===== src/rtl/bram_port_arbiter.sv =====
// bram_port_arbiter
// Shares one BRAM port between the CPU load/store path and the buffer DMA
// engine. The CPU has fixed priority, and a starvation counter forces one
// DMA grant after a bounded wait. The accepted command is registered onto
// the BRAM pins, and read data is routed back to the requester that issued
// the read, using an owner tag that travels alongside the BRAM read latency.
module bram_port_arbiter #(
  parameter int unsigned ADDR_W       = 15,
  parameter int unsigned RD_LAT       = 1,
  parameter int unsigned STARVE_LIMIT = 8
) (
  input  logic              clk,
  input  logic              reset,
  // CPU requester
  input  logic              cpu_req,
  input  logic [3:0]        cpu_we,
  input  logic [ADDR_W-1:0] cpu_addr,
  input  logic [31:0]       cpu_wdata,
  output logic              cpu_gnt,
  output logic              cpu_rvalid,
  // DMA requester
  input  logic              dma_req,
  input  logic [3:0]        dma_we,
  input  logic [ADDR_W-1:0] dma_addr,
  input  logic [31:0]       dma_wdata,
  output logic              dma_gnt,
  output logic              dma_rvalid,
  // shared read data
  output logic [31:0]       rdata,
  // BRAM port B
  output logic              enaB,
  output logic [3:0]        weB,
  output logic [ADDR_W-1:0] addrB,
  output logic [31:0]       dinToMem,
  input  logic [31:0]       doutB,
  // debug
  output logic [7:0]        starve_cnt
);

  localparam logic [7:0] LIMIT = 8'(STARVE_LIMIT);

  typedef enum logic {
    OWN_CPU = 1'b0,
    OWN_DMA = 1'b1
  } owner_e;

  typedef struct packed {
    logic   vld;
    owner_e own;
  } rd_tag_t;

  // Starvation state
  logic [7:0]        starve_q, starve_d;
  logic              starve_hit;

  // Selected command
  logic              accept;
  logic [3:0]        sel_we;
  logic [ADDR_W-1:0] sel_addr;
  logic [31:0]       sel_wdata;
  owner_e            sel_own;
  rd_tag_t           tag_in;

  // Registered BRAM command
  logic              ena_q;
  logic [3:0]        we_q;
  logic [ADDR_W-1:0] addr_q;
  logic [31:0]       din_q;

  // Read owner pipeline: stage k is valid in cycle N+1+k after the accept
  rd_tag_t [RD_LAT:0] pipe_q;
  rd_tag_t            rd_head;
  logic               rv;

  assign starve_hit = (starve_q == LIMIT);

  // Grant decision: CPU wins a conflict unless DMA has waited LIMIT cycles
  always_comb begin
    cpu_gnt = 1'b0;
    dma_gnt = 1'b0;
    if (!reset) begin
      if (cpu_req && !(dma_req && starve_hit)) begin
        cpu_gnt = 1'b1;
      end else if (dma_req) begin
        dma_gnt = 1'b1;
      end
    end
  end

  // Command mux selecting the granted requester's fields
  always_comb begin
    accept    = cpu_gnt | dma_gnt;
    sel_we    = cpu_we;
    sel_addr  = cpu_addr;
    sel_wdata = cpu_wdata;
    sel_own   = OWN_CPU;
    if (dma_gnt) begin
      sel_we    = dma_we;
      sel_addr  = dma_addr;
      sel_wdata = dma_wdata;
      sel_own   = OWN_DMA;
    end
    tag_in.vld = accept && (sel_we == 4'b0000);
    tag_in.own = sel_own;
  end

  // Starvation counter next state: clear on DMA grant, saturate while denied
  always_comb begin
    starve_d = starve_q;
    if (dma_gnt) begin
      starve_d = '0;
    end else if (dma_req && !starve_hit) begin
      starve_d = starve_q + 8'd1;
    end
  end

  // Starvation counter register
  always_ff @(posedge clk) begin
    if (reset) begin
      starve_q <= '0;
    end else begin
      starve_q <= starve_d;
    end
  end

  // BRAM command register; address and data hold when nothing is accepted
  always_ff @(posedge clk) begin
    if (reset) begin
      ena_q  <= 1'b0;
      we_q   <= '0;
      addr_q <= '0;
      din_q  <= '0;
    end else begin
      ena_q <= accept;
      we_q  <= accept ? sel_we : 4'b0000;
      if (accept) begin
        addr_q <= sel_addr;
        din_q  <= sel_wdata;
      end
    end
  end

  // Read owner shift pipeline; a reset drops every in-flight read
  always_ff @(posedge clk) begin
    if (reset) begin
      pipe_q <= '0;
    end else begin
      pipe_q[0] <= tag_in;
      for (int unsigned i = 1; i <= RD_LAT; i++) begin
        pipe_q[i] <= pipe_q[i-1];
      end
    end
  end

  // Read return routing; rdata is forced to zero when no read returns
  always_comb begin
    rd_head    = pipe_q[RD_LAT];
    rv         = rd_head.vld && !reset;
    cpu_rvalid = rv && (rd_head.own == OWN_CPU);
    dma_rvalid = rv && (rd_head.own == OWN_DMA);
    rdata      = rv ? doutB : '0;
  end

  assign enaB       = ena_q;
  assign weB        = we_q;
  assign addrB      = addr_q;
  assign dinToMem   = din_q;
  assign starve_cnt = starve_q;

endmodule


===== config.mk =====
export PLATFORM = sky130hd
export DESIGN_NAME = bram_port_arbiter
export DESIGN_NICKNAME = d
export VERILOG_FILES = /design/src/rtl/bram_port_arbiter.sv
export SDC_FILE = /design/constraint.sdc
export NUM_CORES = 1
export LEC_CHECK = 0
export CAP_MARGIN = 15
export CORE_ASPECT_RATIO = 0.9
export CORE_MARGIN = 2
export CORE_UTILIZATION = 35
export DETAILED_ROUTE_END_ITERATION = 10
export GPL_ROUTABILITY_DRIVEN = 0
export PLACE_DENSITY = 0.83
export SYNTH_ARGS = -nofsm -noshare
export SYNTH_HDL_FRONTEND = slang
export SYNTH_SLANG_ARGS = --single-unit
export TNS_END_PERCENT = 100

===== constraint.sdc =====
create_clock -name clk -period 3.9 [get_ports clk]
set_input_delay 0.78 -clock clk [delete_from_list [all_inputs] [get_ports clk]]
set_output_delay 0.78 -clock clk [all_outputs]
set_load 0.005 [all_outputs]

==> metrics.cfg <==
[run_status]
status=completed

[clock_tree]
cts_tree=done
cts_buffer_depth=2
htree_levels=3
cts-hold-fix-buffers=0
insertion_delay_ps=340
numCtsBuffers=9
cts-root-buf=clkbuf_8
clkSinkCount=64
clk_transition_reported_paths_ps=80
post_cts_buffers=0
cts-resized-gates=0

[place]
dp_hpwl_um=7290
dpl.cell_count=579
port_buffers=233

[floorplan]
coreArea_sq_um=7580
std_cell_rows=30
io_pins=234
die_area_sq_um=8580
initial_utilization_pct=36.2
fp.dieH_um=88.1
die_w_um=97.4

[sta]
finalHoldViolCount=0
maxSlewHeadroom_pct=61.8
maxSlewViolCount=0
whs_ps=443
tns_ps=0
clock_skew_ps=8.18
rsz0062_at_grt=no
setup_violations=0
finalCriticalPeriod_ps=3170
tightest_slew_ps=572
fmax_mhz=316
period_share_pct=81.2

[routing]
m1WireLength_um=4040
wl_met3_um=869
route.detailed.drc=0
drt_wl_total_um=9980
wl_met2_um=4840
wire_per_inst_um=16.8
vias_per_cell=4.93
vias=2936
drt-pass1-iter-count=4
drtAntennaViolNets=0
drtIter0Drc=176
top_layer_used=met4

[yosys]
synth_seq_cells=64
avgSynthCellArea_sq_um=10.4
ys.flop_type=dfxtp_1
synth_area_leaders=dfxtp_1 47%, and2_1 18%, a221o_1 17%
yosysTopAreaCell=dfxtp_1
synth_cell_type_count=28
async_reset_ff_share_pct=0
synth.net_count=405
seq_area_frac_synth_pct=46.6
synth_top_area_share_pct=46.6
ys_warn_count=0
syn_area_sq_um=2750
syn_inst=265
synth_edf_count=0

[final_layout]
finalNonFillerCells=596
synthToLayoutAreaGrowth_pct=95.9
antenna_cells=0
post-route-util_pct=71.0
most-common-layout-cells=233 x clkdlybuf4s50_1, 80 x and2_1, 64 x dfxtp_1
nets=635
final_common_cell=clkdlybuf4s50_1
layout-drive-gt1-share_pct=5.40

[worst_setup_path]
crit_top_cell=clkdlybuf4s50_1
crit_path_top_delay_cell=clkdlybuf4s50_1
critPathBufInv=2
end_kind=primary output
reg2reg_slack_ps=1740
slowest_delay_ps=550
cp_top_family=buffers and inverters
cp_cell_sequence=clkdlybuf4s50_1, nor2b_1, a41o_2, nor2b_4, clkdlybuf4s50_1
crit_fanout=8
cp.arrival_ps=2390
required_ps=3120
critical_path_class=input port to primary output
critPathLaunchType=input port

[power_and_ir_drop]
p_total_mw=1.73
vdd_drop_max_mv=0.227
seq_power_share_pct=41.2
power.leakage_nw=2.08
p_sw_share_pct=21.3
power_switching_uw=369
intPower_mw=1.36
powerDensity_nw_per_um2=322
comb_power_share_pct=18.0
power_frac_clock_pct=40.8

[global_route]
grt_start_max_net_pins=53
grt_remaining_overflow=0
antenna_found_initial=0
grt_pass1_wl_um=15400
grt.total_usage_pct=22.8
grt_pass1_vias=2963

[hold_path]
hold_class=register to register

[flow_run]
maxCapViolations=0

registers in the layout, indices dropped and copies added, names as in the netlist:
register	flops
dinToMem	32
weB	4
pipe_q	4
enaB	1
starve_cnt	8
addrB	15
per-layer routing:
layer,track usage [%],up-vias
li1,-,1432
met1,26.3,1339
met2,38.4,147
met3,8.62,18
met4,9.85,0
met5,0,-
worst paths after layout:
check / cells after the start / start / endpoint
max: 5 / dma_req / dma_gnt
min: 1 / pipe_q[1]$_SDFF_PP0_ / pipe_q[3]$_SDFF_PP0_
max reg2reg: 7 / starve_cnt[0]$_SDFFE_PP0P_ / addrB[11]$_SDFFE_PP0P_
min reg2reg: 1 / pipe_q[1]$_SDFF_PP0_ / pipe_q[3]$_SDFF_PP0_
logic make-up (layout without fill, tap and decap cells):
family,count (synthesis),in the layout,share of synthesized area (%)
flip-flops,64,64,46.6
buffers and inverters,23,258,4.87
AND/OR/NAND/NOR,114,114,25.6
adder cells (fa/ha/maj),2,2,0.911
XOR/XNOR,5,5,1.59
AO/OA/AOI/OAI,57,57,20.4
per-stage QoR:
stage | cell area, sq um | setup slack (ps)
2_1_floorplan | 2750 | 1590
3_3_place_gp | 5130 | 737
3_5_place_dp | 5130 | 727
4_1_cts | 5380 | 730
5_1_grt | 5380 | 626
6_report | 5380 | 733
power groups by stage:
stage / Sequential, mW / Combinational, mW / Clock, mW
global route: 0.718 / 0.333 / 0.744
finish: 0.713 / 0.312 / 0.707
global placement: 0.726 / 0.306 / 0
detailed placement: 0.727 / 0.311 / 0
CTS: 0.713 / 0.315 / 0.718
floorplan: 0.729 / 0.0709 / 0
cell usage after synthesis, types with 2 or more instances:
cell / count
dfxtp_1: 64
nor4_1: 2
nor3_1: 7
nor2b_1: 6
ha_1: 2
xor2_1: 3
nor2_1: 4
a221o_1: 47
and3_1: 2
clkbuf_1: 13
nand2_1: 4
and2_1: 80
a22o_1: 5
inv_1: 2
nand4_1: 3
xnor2_1: 2
buf_2: 2
buf_6: 6
o32ai_1: 2
cell type report:
class,count,area (sq um)
repair buffers,240,2380
flip-flops and latches,64,1280
fillers,563,2200
well taps,96,120
inverters,2,7.51
clock inverters,5,104
multi-input cells,178,1350
clock buffers,11,141
worst register-to-register path: stages, from the launching register on:
cell     delay (ps)
dfxtp_1         380
inv_1            90
ha_1            200
nor4b_2         160
a41o_2          330
nor2b_4         140
buf_4           290
a221o_1         450
Note: power is estimated with default switching activity, not from simulation.
